$ cat src/rtl/implication_queue.sv
// Implication queue: buffers BCP implications, filters duplicates and redundant
// assignments against the trail, detects conflicts, and forwards pushes to the trail.
module implication_queue #(
  parameter int MAX_VARS = 256,
  parameter int DEPTH    = 16
) (
  input  logic                         clk,
  input  logic                         reset,
  input  int                           DEBUG,
  input  logic                         in_valid,
  output logic                         in_ready,
  input  logic [31:0]                  in_var,
  input  logic                         in_value,
  input  logic [15:0]                  in_level,
  input  logic [15:0]                  in_reason,
  input  logic                         dec_valid,
  output logic                         dec_ready,
  input  logic [31:0]                  dec_var,
  input  logic                         dec_value,
  input  logic [15:0]                  dec_level,
  input  logic                         trail_busy,
  output logic [31:0]                  q_var,
  input  logic                         q_valid,
  input  logic                         q_value,
  input  logic [15:0]                  q_reason,
  output logic                         push,
  output logic [31:0]                  push_var,
  output logic                         push_value,
  output logic [15:0]                  push_level,
  output logic                         push_is_decision,
  output logic [15:0]                  push_reason,
  output logic                         conflict_valid,
  output logic [31:0]                  conflict_var,
  output logic [15:0]                  conflict_reason,
  output logic [15:0]                  conflict_other_reason,
  input  logic                         flush,
  output logic [$clog2(DEPTH+1)-1:0]   count,
  output logic [15:0]                  dup_count
);

  localparam int IW = $clog2(MAX_VARS);
  localparam int PW = $clog2(DEPTH);
  localparam int CW = $clog2(DEPTH+1);
  localparam logic [CW-1:0] FULL = CW'(DEPTH);

  logic [31:0]         varMem_q [DEPTH];
  logic                valMem_q [DEPTH];
  logic [15:0]         lvlMem_q [DEPTH];
  logic [15:0]         rsnMem_q [DEPTH];

  logic [PW-1:0]       rdPtr_q, wrPtr_q;
  logic [CW-1:0]       count_q, count_d;
  logic [MAX_VARS-1:0] pending_q, pval_q;
  logic                conflict_q;
  logic [31:0]         confVar_q;
  logic [15:0]         confRsn_q, confOther_q;
  logic [15:0]         dup_q, dup_d;
  logic [16:0]         dupSum;

  logic [31:0] headVar;
  logic        headVal;
  logic [15:0] headLvl, headRsn;
  logic [IW-1:0] inIdx, headIdx;
  logic inPending, inPval;
  logic enqFire, enqWrite, enqDup, enqConf;
  logic service, headPush, headRedund, headConf, pop, decFire;
  logic unusedBits;

  assign headVar = varMem_q[rdPtr_q];
  assign headVal = valMem_q[rdPtr_q];
  assign headLvl = lvlMem_q[rdPtr_q];
  assign headRsn = rsnMem_q[rdPtr_q];
  assign inIdx   = in_var[IW-1:0];
  assign headIdx = headVar[IW-1:0];

  assign q_var     = headVar;
  assign in_ready  = (count_q < FULL) && !conflict_q && !flush;
  assign dec_ready = (count_q == '0) && !in_valid && !trail_busy && !conflict_q && !flush;

  // Pending state is looked up before any same-cycle pop clears it
  assign inPending = pending_q[inIdx];
  assign inPval    = pval_q[inIdx];
  assign enqFire   = in_valid && in_ready;
  assign enqWrite  = enqFire && !inPending;
  assign enqDup    = enqFire && inPending && (inPval == in_value);
  assign enqConf   = enqFire && inPending && (inPval != in_value);

  assign service    = (count_q != '0) && !trail_busy && !conflict_q && !flush;
  assign headPush   = service && !q_valid;
  assign headRedund = service && q_valid && (q_value == headVal);
  assign headConf   = service && q_valid && (q_value != headVal);
  assign pop        = headPush || headRedund;
  assign decFire    = dec_valid && dec_ready;

  assign count_d = count_q + CW'(enqWrite) - CW'(pop);
  assign dupSum  = {1'b0, dup_q} + 17'(enqDup) + 17'(headRedund);
  assign dup_d   = dupSum[16] ? 16'hFFFF : dupSum[15:0];

  assign unusedBits = ^{DEBUG, in_var[31:IW]};

  always_comb begin
    push             = 1'b0;
    push_var         = '0;
    push_value       = 1'b0;
    push_level       = '0;
    push_is_decision = 1'b0;
    push_reason      = '0;
    if (headPush) begin
      push        = 1'b1;
      push_var    = headVar;
      push_value  = headVal;
      push_level  = headLvl;
      push_reason = headRsn;
    end else if (decFire) begin
      push             = 1'b1;
      push_var         = dec_var;
      push_value       = dec_value;
      push_level       = dec_level;
      push_is_decision = 1'b1;
      push_reason      = 16'hFFFF;
    end
  end

  always_ff @(posedge clk) begin
    if (enqWrite) begin
      varMem_q[wrPtr_q] <= in_var;
      valMem_q[wrPtr_q] <= in_value;
      lvlMem_q[wrPtr_q] <= in_level;
      rsnMem_q[wrPtr_q] <= in_reason;
    end
  end

  always_ff @(posedge clk or posedge reset) begin
    if (reset) begin
      rdPtr_q     <= '0;
      wrPtr_q     <= '0;
      count_q     <= '0;
      pending_q   <= '0;
      pval_q      <= '0;
      conflict_q  <= 1'b0;
      confVar_q   <= '0;
      confRsn_q   <= '0;
      confOther_q <= '0;
      dup_q       <= '0;
    end else begin
      dup_q <= dup_d;
      if (flush) begin
        rdPtr_q     <= '0;
        wrPtr_q     <= '0;
        count_q     <= '0;
        pending_q   <= '0;
        pval_q      <= '0;
        conflict_q  <= 1'b0;
        confVar_q   <= '0;
        confRsn_q   <= '0;
        confOther_q <= '0;
      end else begin
        count_q <= count_d;
        if (pop) begin
          rdPtr_q            <= rdPtr_q + 1'b1;
          pending_q[headIdx] <= 1'b0;
        end
        if (enqWrite) begin
          wrPtr_q          <= wrPtr_q + 1'b1;
          pending_q[inIdx] <= 1'b1;
          pval_q[inIdx]    <= in_value;
        end
        // Enqueue-side conflict takes the capture when both fire together
        if (enqConf) begin
          conflict_q  <= 1'b1;
          confVar_q   <= in_var;
          confRsn_q   <= in_reason;
          confOther_q <= 16'hFFFF;
        end else if (headConf) begin
          conflict_q  <= 1'b1;
          confVar_q   <= headVar;
          confRsn_q   <= headRsn;
          confOther_q <= q_reason;
        end
      end
    end
  end

  assign conflict_valid        = conflict_q;
  assign conflict_var          = confVar_q;
  assign conflict_reason       = confRsn_q;
  assign conflict_other_reason = confOther_q;
  assign count                 = count_q;
  assign dup_count             = dup_q;

  always @(posedge clk) begin
    if (!reset && enqFire) assert (in_var < 32'(MAX_VARS));
    if (!reset && decFire) assert (dec_var < 32'(MAX_VARS));
  end

endmodule
$ cat config.mk
export PLATFORM = sky130hd
export DESIGN_NAME = implication_queue
export DESIGN_NICKNAME = d
export VERILOG_FILES = /design/src/rtl/implication_queue.sv
export SDC_FILE = /design/constraint.sdc
export NUM_CORES = 2
export LEC_CHECK = 0
export ABC_CLOCK_PERIOD_IN_PS = 24900
export CORE_ASPECT_RATIO = 1.1
export CORE_MARGIN = 2
export CORE_UTILIZATION = 55
export CTS_CLUSTER_DIAMETER = 150
export DETAILED_ROUTE_END_ITERATION = 7
export PLACE_DENSITY = 0.78
export SKIP_CTS_REPAIR_TIMING = 1
export SLEW_MARGIN = 10
export SYNTH_ARGS = -nofsm -noshare
export SYNTH_HDL_FRONTEND = slang
export SYNTH_SLANG_ARGS = --single-unit
export TNS_END_PERCENT = 30
$ cat constraint.sdc
create_clock -name clk -period 24.9 [get_ports clk]
set_input_delay 2.49 -clock clk [delete_from_list [all_inputs] [get_ports clk]]
set_output_delay 2.49 -clock clk [all_outputs]
set_load 0.02 [all_outputs]
# == After elaboration in Yosys (flattened, before gate mapping) ==
# Memories as Yosys holds them, arrays and structs flattened.
# Index checks and enable logic that the tools add are counted.
# op_classes
addsub,6
order_cmp,5
eq_ne,4
muxes,46
n_bitwise,3
reduce_logical,33
# op_table
operator,count
256-bit 2-to-1 mux,6
256-bit bitwise AND,1
256-bit bitwise mux,1
256-bit NOT,1
256-bit bitwise OR,1
16-bit 2-to-1 mux,11
32-bit 2-to-1 mux,5
1-bit logical AND,21
"8-bit by 9-bit < comparator with 1-bit output, second input constant",2
16-bit by 1-bit adder with 17-bit output,1
17-bit by 1-bit adder with 17-bit output,1
1-bit binary-select mux with 8-bit select,2
1-bit demux with 8-bit select,2
"8-bit by 1-bit >= comparator with 1-bit output, second input constant",2
4-bit 2-to-1 mux,4
1-bit 2-to-1 mux,14
"4-bit by 1-bit adder with 4-bit output, second input constant",2
1-bit logical NOT,6
5-bit by 1-bit adder with 5-bit output,1
5-bit logical NOT,1
"5-bit < comparator, second input constant",1
5-bit 2-to-1 mux,1
5-bit nonzero test,1
5-bit by 1-bit subtractor with 5-bit output,1
other kinds (5),8
# totals
register_bits,606
mem_bits_rw,1040
input_bits,170
output_inout_bits,187
wordCells,111
memories,4
# memory_table
memory,depth,word_bits,read_ports,rd_clocked_by_memory_dff,write_ports,line_no,text
varMem_q,16,32,1,0,1,46,logic [31:0] varMem_q [DEPTH];
lvlMem_q,16,16,1,0,1,48,logic [15:0] lvlMem_q [DEPTH];
rsnMem_q,16,16,1,0,1,49,logic [15:0] rsnMem_q [DEPTH];
valMem_q,16,1,1,0,1,47,logic valMem_q [DEPTH];

# == Depth between registers and ports, before layout ==
# depth
ltp_word,12
mapped_depth,24
depth_no_buf,18

# == Worst setup path after synthesis ==
# No wires, ideal clock.
# synth_timing
path_type,input to register
start,input port in_var[1]
end,"memory lvlMem_q[4][0], enable pin"
setup_ps,568
arrival_ps,9229
required_ps,24332
setup_slack_ps,15103
cell_stages,12
path_buffers,5
cell_sequence,buf_6 -> buf_8 -> buf_8 -> buf_2 -> mux4_2 -> mux4_2 -> nand2_1 -> nand4_1 -> nor3_2 -> inv_1 -> clkbuf_1 -> nor3_1
# synth_between
elab_chain_cells,6
# synth_lines
item,line_no,text
start: declaration,12,"input logic [31:0] in_var,"
1-bit binary-select mux with 8-bit select,81,assign inPending = pending_q[inIdx];
1-bit 2-to-1 mux (implied by the code),81,
1-bit logical NOT,84,assign enqWrite = enqFire && !inPending;
1-bit logical AND,84,
1-bit 2-to-1 mux,125,if (enqWrite) begin
1-bit 2-to-1 mux (implied by the code),128,lvlMem_q[wrPtr_q] <= in_level;
end: declaration,48,
# Every way passes these cells. The select of a mux whose other input is x is not followed.

# == Final worst setup path ==
# layout_timing
start,register rdPtr_q[0]
end,output port push_var[29]
# layout_between
elab_chain_cells,2
# layout_lines
item,line_no,text
start: declaration,51,"logic [PW-1:0] rdPtr_q, wrPtr_q;"
start signal: assignment,160,rdPtr_q <= rdPtr_q + 1'b1;
memory read 16 x 32 bit,n/a,
32-bit 2-to-1 mux,108,if (headPush) begin
end: declaration,27,"output logic [31:0] push_var,"
# Every way passes these cells.

==> impl_results.md <==
* Clock Pin Slew Worst Setup and Hold Paths at 60 ps
* Synth Area per Inst at 14.7 um2
* Gpl congestion at ~0.94
* Power per cell area at around 76 nW/um2
* Post-synthesis register bit count at ~1600
* Max Buffers Root-to-Sink at 3
* Top-area cell type share of the netlist area at 44.1%
* Unrepaired setup endpoints after global routing: false
* Initial detailed-routing violation count at between 6000 and 7000
* Fill cells at between 9000 and 10000
* Synth area leader: edfxtp_1
* Slew Limit Fails at 0
* FF-to-FF setup slack at approximately 18000 ps
* HPWL after DPL at ~110 mm
* Number of buffers added on ports at around 320
* Final WS setup at 15970 ps
* # clock sinks at about 1600
* CTS H-Tree Depth at 4
* Mapped Cells at around 4800
* Main combinational cell family by area after synthesis: multiplexers
* Cell leakage power at 29.6 nW
* Total track usage at 30.6%
* Starting Density at a little under three fifths
* Most common cell in the netlist: edfxtp_1
* Max IR drop VDD at about 0.075 mV
* Synth Area in XOR/XNOR at 0.210%
* Largest net degree at the start of global routing at 201
* Register area share after synthesis at around 66%
* Fraction of layout cells with a size suffix above 1 at between 10% and 20%
* Max-cap violations at 0
* Combinational Power Share at about an eighth
* Die H at around 380 um
* Critical-path maximum fanout at 56
* Gr ovfl total at 0
* Initial antenna violation count at 10
* Final nets at roughly 5200
* Area growth, synth to finish at 14.0%
* Complex-gate fraction of the synthesized area at under 10%
* Synth top cells by count: 1040 x edfxtp_1, 606 x dfrtp_1, 529 x mux2i_1
* Element type at the critical path start: register
* Register Area at approximately 46000 um2
* DR pass1 iterations at 8
* Setup Crit Path Kind: reg2out
* Slew headroom at under 10%
* Leading post-synthesis cells by cell area: edfxtp_1 44%, dfrtp_1 21%, mux4_2 8.5%
* Worst Hold Class: reg2reg
* Final setup fails at 0
* Switching Share at between 20% and 30%
* Post-layout minimum cycle time at roughly 9000 ps
* P_int at 4.59 mW
* Worst-Margin Slew at ~1400 ps
* Clock Latency Late Sink at 810 ps
* Sequential power share at between 40% and 50%
* Sum Neg Setup Slack at 0 ps
* IO Count at 357
* Distinct cell type count after synthesis at 62
* Row cnt at 138
* Syn nets at approximately 5000
* First-pass GRT wire length at slightly above 300 mm
* Switch Pwr at 1.54 mW
* Routed via count at roughly 47000
* Simple-gate share of the synthesized area at under 10%
* WL per Instance at 29.7 um
* Synth Cell Area at between 70000 and 80000 um2
* Crit path arrival time at 6440 ps
* Die Width at roughly 350 um
* TritonCTS Buffers at roughly 160
* Top_reg_cell synth: edfxtp_1
* EDFF count, synth at around 1000
* Multi-input gate area at 22800 um2
* Final instance area at 80700 um2
* Die area at ~130000 um2
* YS warnings at 0
* Mux contribution to synthesized area at roughly 17%
* Async S/R FF share, synth at 36.8%
* CTS root buf: clkbuf_16
* Fin Clk Skew at roughly 27 ps
* CTS tree: done
* Total Wirelength at between 200 and 250 mm
* Period Utilization, post-route at between 30% and 40%
* Remaining DRCs at 0
* Fmax at between 100 and 150 MHz
* Area post-placement at roughly 75000 um2
* Adder-cell share of the synthesized area at 0.269%
* Core Area at approximately 130000 um2
* Place WS at around 16000 ps
* Post-DRT Antenna Nets at 0
* Routed vias/inst at approximately 6.9
* Outcome: finished clean
* Worst EP required at roughly 22000 ps
* Vias in the first global route at approximately 47000
* CP Capture Type: output pin
* Final Hold Fails at 0
* Clock power share at around 40%
[power by group through the flow]
stage / Combinational [mW] / Clock (mW) / Sequential (mW)
global placement: 0.701 / 0 / 3.02
floorplan: 0.427 / 0 / 3.04
global route: 0.763 / 2.55 / 2.97
finish: 0.726 / 2.43 / 2.97
detailed placement: 0.713 / 0 / 3.03
CTS: 0.721 / 2.44 / 2.97
[kinds of logic (layout without fill, tap and decap cells)]
kind of cell,Yosys count,in the layout
AOI/OAI and AO/OA,994,994
xor gates and xnor gates,17,17
adders and majority gates,14,14
buffers and inverters,411,747
DFF,1646,1646
muxes,853,853
other,0,3
and+or+nand+nor,874,874
[routing by layer]
metal | wire length (um) | track usage [%] | vias to the layer above
met5 | 93 | 0.109 | -
met4 | 9930 | 15.1 | 14
met3 | 23700 | 7.86 | 650
met2 | 94800 | 47.3 | 3340
met1 | 74300 | 40.8 | 23900
li1 | - | - | 19100
[through the flow]
step	hold slack, ps	cells	utilization [%]	power [mW]
detailed placement	518	6528	58.9	3.74
CTS	526	6825	63.0	6.14
global route	542	6827	63.0	6.29
floorplan	498	4809	-	3.46
finish	527	6828	63.0	6.13
global placement	511	6528	58.9	3.73
[layout by cell type (no fill, tap or decap), drive strengths merged, types with 106 or more instances in the layout]
| cell type | netlist | final |
|---|---|---|
| a21oi | 305 | 305 |
| a221oi | 106 | 106 |
| buf | 115 | 112 |
| clkbuf | 276 | 220 |
| clkdlybuf4s50 | 0 | 317 |
| dfrtp | 606 | 606 |
| edfxtp | 1040 | 1040 |
| mux2i | 529 | 529 |
| mux4 | 276 | 276 |
| nand2 | 371 | 371 |
| nand3 | 280 | 280 |
| o21ai | 341 | 341 |
[worst paths after layout]
kind | startpoint | to | cells past startpoint
min in group asynchronous | reset | conflict_reason[7] | 2
setup reg to reg | rdPtr_q[0] | pending_q[138] | 13
max in group asynchronous | reset | pval_q[149] | 4
hold / removal | pval_q[198] | pval_q[198] | 2
hold reg to reg | pval_q[198] | pval_q[198] | 2
setup / recovery | rdPtr_q[0] | push_var[29] | 9
[sequential cells by signal, indices dropped and copies added (netlist names), 16 cells and up]
register               cells
pval_q                   256
conflict_reason           16
lvlMem_q                 256
dup_count                 16
valMem_q                  16
pending_q                256
conflict_var              32
varMem_q                 512
conflict_other_reason     16
rsnMem_q                 256
[layout make-up]
cell class	count	area share [%]
diodes	3	0.00930
clock buffers	219	5.56
clock inverters	78	0.944
inverters	20	0.112
multi-input cells	2752	28.2
flip-flops and latches	1646	57.5
well taps	1680	2.60
repair buffers	430	5.04
[worst max-delay path: stages (launching register included)]
cell             delay, ps
dfrtp_4                900
buf_4                  910
buf_4                  910
buf_4                  830
mux2i_1                210
a221oi_1               500
o21ai_0                310
nand2_1                210
a22o_1                 150
clkdlybuf4s50_1        600
No activity file was read; power rests on OpenSTA's default activity.
